**config.mk**
```make
export PLATFORM = sky130hd
export DESIGN_NAME = cache_dre_ctrl
export DESIGN_NICKNAME = d
export VERILOG_FILES = /design/src/rtl/cache_dre_ctrl.sv
export SDC_FILE = /design/constraint.sdc
export NUM_CORES = 1
export LEC_CHECK = 0
export ABC_AREA = 1
export CAP_MARGIN = 20
export CORE_AREA = 2 2 64 66
export CTS_CLUSTER_DIAMETER = 100
export DETAILED_ROUTE_END_ITERATION = 6
export DIE_AREA = 0 0 66 68
export PLACE_DENSITY_LB_ADDON = 0.12
export SYNTH_ARGS = -nofsm -noshare
export SYNTH_HDL_FRONTEND = slang
export SYNTH_SLANG_ARGS = --single-unit
```
**constraint.sdc**
```tcl
create_clock -name clk -period 2.45 [get_ports clk]
set_clock_uncertainty 0.05 [all_clocks]
set_input_delay 0.245 -clock clk [delete_from_list [all_inputs] [get_ports clk]]
set_output_delay 0.245 -clock clk [all_outputs]
set_load 0.02 [all_outputs]
```
**src/rtl/cache_dre_ctrl.sv**
```systemverilog
// Sequencer owning the DRE store's refill/init write port: post-reset clear,
// then flush / invalidate / fill requests served one at a time.
module cache_dre_ctrl #(
    parameter int ADDR_WIDTH = 8
) (
    input  logic                  clk,
    input  logic                  rst,
    input  logic                  flush_req,
    output logic                  flush_done,
    input  logic                  fill_req,
    input  logic [ADDR_WIDTH-1:0] fill_addr,
    input  logic [1:0]            fill_ch,
    output logic                  fill_ack,
    input  logic                  inv_req,
    input  logic [ADDR_WIDTH-1:0] inv_addr,
    output logic                  inv_ack,
    output logic                  busy,
    output logic                  sel,
    output logic [ADDR_WIDTH-1:0] ri_writeAddress,
    output logic [1:0]            ri_writeChannel,
    output logic                  ri_writeEnable,
    output logic [7:0]            ri_writeData
);

    localparam logic [2:0] S_INIT  = 3'd0;
    localparam logic [2:0] S_IDLE  = 3'd1;
    localparam logic [2:0] S_FLUSH = 3'd2;
    localparam logic [2:0] S_FILL  = 3'd3;
    localparam logic [2:0] S_INV   = 3'd4;
    localparam logic [2:0] S_DONE  = 3'd5;

    localparam logic [ADDR_WIDTH:0] CNT_MAX = '1;
    localparam logic [ADDR_WIDTH:0] CNT_ONE = {{ADDR_WIDTH{1'b0}}, 1'b1};

    logic [2:0]            state_q, state_d;
    logic [ADDR_WIDTH:0]   cnt_q, cnt_d;
    logic                  sel_q, sel_d;
    logic                  we_q, we_d;
    logic [ADDR_WIDTH-1:0] addr_q, addr_d;
    logic [1:0]            ch_q, ch_d;
    logic [7:0]            data_q, data_d;
    logic                  flush_done_q, flush_done_d;
    logic                  fill_ack_q, fill_ack_d;
    logic                  inv_ack_q, inv_ack_d;

    // The half-word select bit never reaches the store; writes always cover the full word.
    logic unused_addr_lsb;
    assign unused_addr_lsb = fill_addr[0] ^ inv_addr[0];

    // Outputs are registered from the next-state decode, so every output
    // reflects the state occupied during the same cycle.
    always_comb begin
        state_d      = state_q;
        cnt_d        = cnt_q;
        sel_d        = sel_q;
        we_d         = we_q;
        addr_d       = addr_q;
        ch_d         = ch_q;
        data_d       = 8'h00;
        flush_done_d = 1'b0;
        fill_ack_d   = 1'b0;
        inv_ack_d    = 1'b0;

        case (state_q)
            S_INIT, S_FLUSH: begin
                // we_q low only on the first edge after reset: emit write 0 without advancing.
                if (we_q && (cnt_q == CNT_MAX)) begin
                    state_d      = S_DONE;
                    sel_d        = 1'b0;
                    we_d         = 1'b0;
                    flush_done_d = 1'b1;
                end else begin
                    cnt_d  = we_q ? (cnt_q + CNT_ONE) : cnt_q;
                    sel_d  = 1'b1;
                    we_d   = 1'b1;
                    addr_d = {cnt_d[ADDR_WIDTH:2], 1'b0};
                    ch_d   = cnt_d[1:0];
                end
            end

            S_IDLE: begin
                sel_d = 1'b0;
                we_d  = 1'b0;
                if (flush_req) begin
                    state_d = S_FLUSH;
                    cnt_d   = '0;
                    sel_d   = 1'b1;
                    we_d    = 1'b1;
                    addr_d  = '0;
                    ch_d    = 2'd0;
                end else if (inv_req) begin
                    state_d = S_INV;
                    sel_d   = 1'b1;
                    we_d    = 1'b1;
                    addr_d  = {inv_addr[ADDR_WIDTH-1:1], 1'b0};
                    ch_d    = 2'd0;
                end else if (fill_req) begin
                    state_d = S_FILL;
                    sel_d   = 1'b1;
                    we_d    = 1'b1;
                    addr_d  = {fill_addr[ADDR_WIDTH-1:1], 1'b0};
                    ch_d    = fill_ch;
                    data_d  = 8'hFF;
                end
            end

            S_FILL: begin
                state_d    = S_DONE;
                sel_d      = 1'b0;
                we_d       = 1'b0;
                fill_ack_d = 1'b1;
            end

            S_INV: begin
                // Address stays latched in addr_q; only the channel walks 0..3.
                if (ch_q == 2'd3) begin
                    state_d   = S_DONE;
                    sel_d     = 1'b0;
                    we_d      = 1'b0;
                    inv_ack_d = 1'b1;
                end else begin
                    ch_d  = ch_q + 2'd1;
                    sel_d = 1'b1;
                    we_d  = 1'b1;
                end
            end

            S_DONE: begin
                state_d = S_IDLE;
                sel_d   = 1'b0;
                we_d    = 1'b0;
            end

            default: begin
                state_d = S_INIT;
                cnt_d   = '0;
                sel_d   = 1'b1;
                we_d    = 1'b0;
                addr_d  = '0;
                ch_d    = 2'd0;
            end
        endcase
    end

    always_ff @(posedge clk or posedge rst) begin
        if (rst) begin
            state_q      <= S_INIT;
            cnt_q        <= '0;
            sel_q        <= 1'b1;
            we_q         <= 1'b0;
            addr_q       <= '0;
            ch_q         <= 2'd0;
            data_q       <= 8'h00;
            flush_done_q <= 1'b0;
            fill_ack_q   <= 1'b0;
            inv_ack_q    <= 1'b0;
        end else begin
            state_q      <= state_d;
            cnt_q        <= cnt_d;
            sel_q        <= sel_d;
            we_q         <= we_d;
            addr_q       <= addr_d;
            ch_q         <= ch_d;
            data_q       <= data_d;
            flush_done_q <= flush_done_d;
            fill_ack_q   <= fill_ack_d;
            inv_ack_q    <= inv_ack_d;
        end
    end

    assign sel             = sel_q;
    assign busy            = sel_q;
    assign ri_writeEnable  = we_q;
    assign ri_writeAddress = addr_q;
    assign ri_writeChannel = ch_q;
    assign ri_writeData    = data_q;
    assign flush_done      = flush_done_q;
    assign fill_ack        = fill_ack_q;
    assign inv_ack         = inv_ack_q;

endmodule

```
# After elaboration in Yosys (flattened, before gate mapping)
# Index checks and enable logic that the tools add are counted.
# Widths: inputs -> output; s select.
[word_totals] ff_bits=35 input_bits=23 wordCells=73
[op_classes] add_sub_neg=2 eq_ne=13 n_mux=37 bitwise_logic=2 n_reduce_logical=9
[op_table] operator="$mux 8" count=8
[op_table] operator="$mux 9" count=3
[op_table] operator="$pmux 9 s3" count=1
[op_table] operator="$pmux 8 s3" count=1
[op_table] operator="$mux 3" count=5
[op_table] operator="$pmux 3 s5" count=1
[op_table] operator="$mux 1" count=10
[op_table] operator="$mux 2" count=5
[op_table] operator="$ne 2x2->1 const B" count=5
[op_table] operator="$add 9x1->9 const B" count=1
[op_table] operator="$eq 9x9->1 const B" count=1
[op_table] operator="$reduce_and 3->1" count=3
[op_table] operator="$pmux 2 s4" count=1
[op_table] operator="$eq 3x2->1 const B" count=2
[op_table] operator="$eq 3x3->1 const B" count=2
[op_table] operator="$ne 4x4->1 const B" count=1
[op_table] operator="$pmux 1 s4" count=1
[op_table] operator="$reduce_and 4->1" count=1
[op_table] operator="$reduce_or 2->1" count=2
[op_table] operator="$eq 3x1->1 const B" count=1
[op_table] operator="$logic_not 3->1" count=1
[op_table] operator="$pmux 1 s3" count=1
[op_table] operator="$reduce_or 3->1" count=1
[op_table] operator="$add 2x1->2 const B" count=1
[op_table] operator="other kinds (3)" count=4

# Longest topological paths before layout
# Gate-level depths: netlist of run 1.
[depth] depth_word=4 mapped_depth=11

# Worst setup path after synthesis of run 1
# OpenSTA, ideal clock, no wires.
[synth_timing] path_type="register -> register" from="register cnt_q[0]" to="register cnt_q[8]" setup_ps=127 t_arrival_ps=1531 path_slack_ps=742 stages_incl_launch_ff=12 n_path_buf=1 synth_period_minus_slack_ps=1708 cell_sequence="dfrtp_1 > ha_1 > nand3_1 > nor3_1 > ha_1 > nand3_4 > nand2_8 > nor2_8 > inv_6 > buf_12 > nand2_2 > o21ai_2"
[synth_via] elab_chain_len=4 elab_cells_between_ends=8 classes_between="add/sub (1); eq/ne (2); mux (3); reduce/logical (2)"
[synth_rtl] element="from (decl)" line_no="36" rtl="logic [ADDR_WIDTH:0] cnt_q, cnt_d;"
[synth_rtl] element="from (signal assigned)" line_no="159" rtl="cnt_q <= cnt_d;"
[synth_rtl] element="$add 9x1->9 or $eq 9x9->1 (tied branches)" line_no="73, 67"
[synth_rtl] element="$mux 9 or $logic_and 1x1->1 (tied branches)" line_no="73, 67"
[synth_rtl] element="$mux 9 or $ne 2x2->1 (tied branches)"
[synth_rtl] element="$pmux 9 s3 or $reduce_and 3->1 (tied branches)"
# Parallel ways exist; a longest one is shown, timed or not. The select of a mux whose other input is x is not followed.
# A chain may end at the register's enable or synchronous reset.

# Worst setup path in the final report of run 1
[layout_timing] from="register cnt_q[1]" to="register addr_q[7] (netlist: ri_writeAddress[7])"
[layout_via] elab_chain_len=4 elab_cells_between_ends=8 classes_between="add/sub (1); eq/ne (2); mux (3); reduce/logical (2)"
[layout_rtl] element="$add 9x1->9 or $eq 9x9->1 (tied branches)" line_no="73, 67"
[layout_rtl] element="$mux 9 or $logic_and 1x1->1 (tied branches)" line_no="73, 67"
[layout_rtl] element="$mux 8 or $ne 2x2->1 (tied branches)"
[layout_rtl] element="$pmux 8 s3 or $reduce_and 3->1 (tied branches)"
[layout_rtl] element="to (signal assigned)" line_no="162" rtl="addr_q <= addr_d;"
[layout_rtl] element="to (decl)" line_no="39" rtl="logic [ADDR_WIDTH-1:0] addr_q, addr_d;"
# Parallel ways exist; a longest one is shown, timed or not. The select of a mux whose other input is x is not followed.

==> flow_summary.ini, run 1 <==
[run_status]
outcome = complete, no violations

[sta]
worst_hold_slack_ns = 0.276
fmax_mhz = 540
finalCritPeriodShare_pct = 75.6
slew_viol_final = 0
tns_ns = 0
rsz0062_at_grt = false
setup_viol = 0
worst_slack_ns = 0.597
fin_crit_ns = 1.85
hold_violations = 0

[flow_run]
drv_cap = 0

[place]
hpwl_um = 2680
post-place-ws_ns = 0.600
port_buffers = 43
place.gp.congestion = 0.832
dpl_cell_area_mm2 = 0.00215
post-place-cells = 314

[worst_setup_path]
cp-end-kind = flop
crit_fanout = 4
crit_arrival_ns = 1.98
critPathRequiredTime_ns = 2.57
path_class = flop to flop
crit_chain = ha_1 > nand3_1 > nor3_1 > ha_1 > nor2_1 > nor2_1 > o21ai_0 > nand3_1 > nand2_1 > nand2_1
slowest_delay_ns = 0.40
critPathSlowestCell = dfrtp_1
start_kind = flop
rr_worst_depth = 10

[cells_and_area]
antennaDiodeCount = 0
num-nets-final = 295
final_cells = 318
utilization_pct = 56.9
final_cell_mix = nand2_1, clkdlybuf4s50_1, dfrtp_1
area_growth_pct = 24.9
final_design_area_no_fill_mm2 = 0.00219
fillers = 396
drive_gt1_share_pct = 12.7
final_common_cell = nand2_1

[clocking]
clk_pin_slew_ns = 0.09
cts_inserted_buffers = 3
h-tree-depth = 1
cts_setup_buffers = 0
clk-insertion-delay-late_ns = 0.27
ctsHoldBuffers = 0
ctsResizeCount = 0
ctsLongestPathBuffers = 2
cts_tree = yes
cts-root-buf = clkbuf_8
cts_sinks = 27

[pwr]
cell_internal_pwr_mw = 1.08
ir_drop_v = 0.000408
seqPwrFrac_pct = 34.1
switching_power_uw = 927
p_leak_nw = 1.06
power_mw = 2.01
switching_share_pct = 46.1
p_per_area_mw_per_mm2 = 917
clockPowerShare_pct = 12.8
p_comb_share_pct = 53.1

[yosys]
syn_avg_cell_area_um2 = 7.54
yosysWarnings = 0
synth_cell_types = 30
synthCells = 233
synth.net_count = 259
synth_area_leaders = dfrtp_1, nand2_1, nand3_1
yosysTopAreaCell = dfrtp_1
synth.cell_area_mm2 = 0.00176
yosysSeqAreaShare_pct = 38.5
synth-seq-cells = 27
netlist.area_leader.share_pct = 37.0

[grt]
overflow = 0
grt_pass1_wl_um = 5800
grt_max_degree = 28
grt_pass1_vias = 1367
antenna_found_initial = 0
track_usage_pct = 16.9

[floorplanning]
start_util_pct = 45.6
io_pins = 47
rows = 23
die_y_um = 68
die_x_um = 66
die-area_mm2 = 0.00449
coreArea_mm2 = 0.00386

[drt]
via_count = 1479
first_pass_iters = 4
finalWirelength_um = 3450
first_iter_violations = 52
ant_nets = 0
wl_per_cell_um = 10.9
post_drt_via_cell_ratio = 4.65
drc = 0

[worst_hold_path]
hp-class = primary input to async pin
## kinds of logic (layout without fill, tap and decap cells)
logic type | count (synthesis) | in the layout | share of synthesized area, %
AOI/OAI and AO/OA | 17 | 17 | 6.69
adders and majority gates | 3 | 3 | 2.14
buffers and inverters | 35 | 70 | 11.2
DFF | 27 | 27 | 38.5
other | 1 | 1 | 0.213
and+or+nand+nor | 150 | 150 | 41.2
## worst max-delay path, delay by kind of cell, from the launching register on
kind	cells	cell delay (ns)
adders and majority gates	2	0.49
and+or+nand+nor	7	0.64
DFF	1	0.40
AOI/OAI and AO/OA	1	0.16
## routing by layer
metal	vias to the layer above	routed length, µm	GRT usage (%)
li1	791	-	-
met1	650	1710	22.2
met2	34	1560	27.7
met3	4	140	2.80
met4	0	42	7.40
met5	-	0	0
## power by group through the flow
stage                     registers, mW  clock network, mW  logic (mW)
after floorplan                   0.705                  0       0.837
after global placement            0.697                  0        1.07
after detailed placement          0.692                  0        1.08
after CTS                         0.687              0.264        1.09
after global routing              0.703              0.278        1.19
final                             0.685              0.258        1.07
## registers in the layout (all words and copies together) (netlist names)
register	cells
inv_ack	1
state_q	3
ri_writeAddress	7
ri_writeChannel	2
ri_writeEnable	1
fill_ack	1
flush_done	1
cnt_q	9
ri_writeData	1
busy	1
## worst paths after layout
kind	startpoint	end	slack, ns
min in group clk	ri_writeAddress[7]$_DFFE_PP0P_	ri_writeAddress[7]$_DFFE_PP0P_	0.45
setup / recovery	cnt_q[1]$_DFFE_PP0P_	ri_writeAddress[7]$_DFFE_PP0P_	0.60
hold / removal	rst	fill_ack$_DFF_PP0_	0.28
max in group asynchronous	rst	busy$_DFF_PP1_	1.78
setup reg to reg	cnt_q[1]$_DFFE_PP0P_	ri_writeAddress[7]$_DFFE_PP0P_	0.60
hold reg to reg	ri_writeAddress[7]$_DFFE_PP0P_	ri_writeAddress[7]$_DFFE_PP0P_	0.45
## layout make-up
| type | instances | area [µm²] | area share, % |
|---|---|---|---|
| multi-input combinational | 171 | 883 | 40.3 |
| timing repair buffer | 44 | 438 | 20.0 |
| tap | 50 | 62.6 | 2.85 |
| sequential | 27 | 677 | 30.9 |
| clock buffer | 4 | 45.0 | 2.05 |
| inverter | 22 | 87.6 | 3.99 |
## synth_stat cells, drive strengths merged
cell type  count
ha             3
o21bai         1
nand2         93
nor3           3
nand3b         1
nand3         23
or2            1
nor2          28
a21oi          3
nor3b          1
dfrtp         26
o21ai         13
conb           1
dfstp          1
buf           13
inv           22
Power figures use the tool's default switching activity.
==> run 2: changes to the inputs <==
Settings changed: CORE_AREA 2 2 64 66 to 2 2 67 69, DIE_AREA 0 0 66 68 to 0 0 69 71.
Clock period 2.45 ns to 1.62 ns, I/O delays scaled along.
==> flow_summary.ini, run 2 (synthesis gave the netlist of run 1 again) <==
[sta]
fin_crit_ns = 1.71
worst_slack_ns = -0.0919
finalCritPeriodShare_pct = 106
fmax_mhz = 584
tns_ns = -0.978
rsz0062_at_grt = true
slew_viol_final = 0
hold_violations = 0
setup_viol = 15

[clocking]
cts_inserted_buffers = 3
h-tree-depth = 1
ctsHoldBuffers = 0
clk-insertion-delay-late_ns = 0.27
cts_sinks = 27
cts-root-buf = clkbuf_8
ctsLongestPathBuffers = 2
cts_tree = yes
clk_pin_slew_ns = 0.09

[cells_and_area]
final_cell_mix = nand2_1, clkdlybuf4s50_1, buf_4
num-nets-final = 323
largest_reg_flops = 9
area_growth_pct = 41.9
final_common_cell = nand2_1
utilization_pct = 59.3
antennaDiodeCount = 0
drive_gt1_share_pct = 26.7
top_register = cnt_q
final_cells = 348

[pwr]
p_per_area_mw_per_mm2 = 1400
p_leak_nw = 1.32
ir_drop_v = 0.000575

[floorplanning]
rows = 24
start_util_pct = 41.8
die_x_um = 69
io_pins = 47
die_y_um = 71
coreArea_mm2 = 0.00420
die-area_mm2 = 0.00490

[worst_setup_path]
rr_worst_depth = 10
slowest_delay_ns = 0.37
crit_arrival_ns = 1.83
rrSetupSlack_ns = -0.09
critPathRequiredTime_ns = 1.74
crit_fanout = 6
worstReg2RegEnd = ri_writeAddress[3]$_DFFE_PP0P_
path_class = flop to flop
rr_startpoint = cnt_q[1]$_DFFE_PP0P_
start_kind = flop
critPathSlowestCell = dfrtp_1
crit_chain = ha_2 > nand3_2 > nor3_2 > ha_2 > nand3_4 > nand2_8 > nor2_4 > buf_4 > nand2_1 > nand2_1
cp-end-kind = flop

[run_status]
outcome = finished, violations left
violations = negative setup slack

[drt]
wl_per_cell_um = 11.2
first_pass_iters = 4
first_iter_violations = 63
via_count = 1604
ant_nets = 0
routed.top_layer = met4
drc = 0
met3WireLength_um = 147
met2_wirelength_um = 1820
finalWirelength_um = 3910
post_drt_via_cell_ratio = 4.61
wl_met1_um = 1920

[place]
port_buffers = 43
hpwl_um = 3020
place.gp.congestion = 0.824
post-place-ws_ns = -0.0924
post-place-cells = 336

[worst_hold_path]
hp-class = primary input to async pin

[grt]
grt_max_degree = 21
track_usage_pct = 16.6
antenna_found_initial = 0
grt_pass1_vias = 1505
grt_pass1_wl_um = 6700
overflow = 0

[flow_run]
drv_cap = 0
run 2: changes by cell type in the layout (fill, tap and decap cells not counted), moves of 3 or more:
cell             before  now
nor2_2                3    6
nor2_1               21   18
nand2_2               5    9
buf_4                 1   26
dlymetal6s2s_1        0    6
clkdlybuf4s50_1      43   36
nand2_1              86   80
run 2: per-stage QoR:
stage	hold WS, ns	total power [mW]	instance area, µm²
3_5_place_dp	0.405	2.82	2330
2_1_floorplan	0.164	2.34	1770
3_3_place_gp	0.396	2.80	2330
5_1_grt	0.139	3.78	2490
4_1_cts	0.104	3.34	2410
6_report	0.0974	3.48	2490
run 2: layout make-up:
| type | count | area (µm²) |
|---|---|---|
| Fill cell | 406 | 1710 |
| Multi-Input combinational cell | 171 | 940 |
| Sequential cell | 27 | 678 |
| Timing Repair Buffer | 70 | 659 |
| Inverter | 22 | 90.1 |
| Tap cell | 52 | 65.1 |
| Clock buffer | 4 | 45.0 |
| Timing Repair inverter | 2 | 15.0 |
run 2: what timing repair did:
item	4_1_cts	5_1_grt
gates resized for setup	10	16
pin swaps	2	2
endpoints found under the setup margin	18	32
cloned	2	0
buffers inserted	1	5
run 2: where the power goes:
| part | leakage, nW | switching [mW] | internal, mW | total, mW |
|---|---|---|---|---|
| Clock | 0.0228 | 0.210 | 0.176 | 0.386 |
| Sequential | 0.358 | 0.188 | 0.839 | 1.03 |
| Combinational | 0.936 | 1.20 | 0.876 | 2.07 |
| Total | 1.32 | 1.59 | 1.89 | 3.48 |
run 2: how the worst max path moves through the flow:
stage,to,from,cells past startpoint
after floorplan,cnt_q[1]$_DFFE_PP0P_,cnt_q[0]$_DFFE_PP0P_,10
after global placement,ri_writeAddress[7]$_DFFE_PP0P_,cnt_q[0]$_DFFE_PP0P_,10
after detailed placement,ri_writeAddress[7]$_DFFE_PP0P_,cnt_q[0]$_DFFE_PP0P_,10
after CTS,cnt_q[8]$_DFFE_PP0P_,cnt_q[0]$_DFFE_PP0P_,10
after global routing,ri_writeAddress[7]$_DFFE_PP0P_,cnt_q[0]$_DFFE_PP0P_,10
final,ri_writeAddress[3]$_DFFE_PP0P_,cnt_q[1]$_DFFE_PP0P_,10
run 2: metal layers:
metal | global-route usage, % | vias to the layer above
met5 | 0 | -
met4 | 3.27 | 0
met3 | 2.56 | 2
met2 | 26.6 | 38
met1 | 24.1 | 718
li1 | - | 846
run 2: worst max-delay path, delay by kind of cell, from the launching register on:
kind,cells,cell delay [ns]
and+or+nand+nor,7,0.62
adders and majority gates,2,0.44
DFF,1,0.37
buffers and inverters,1,0.14
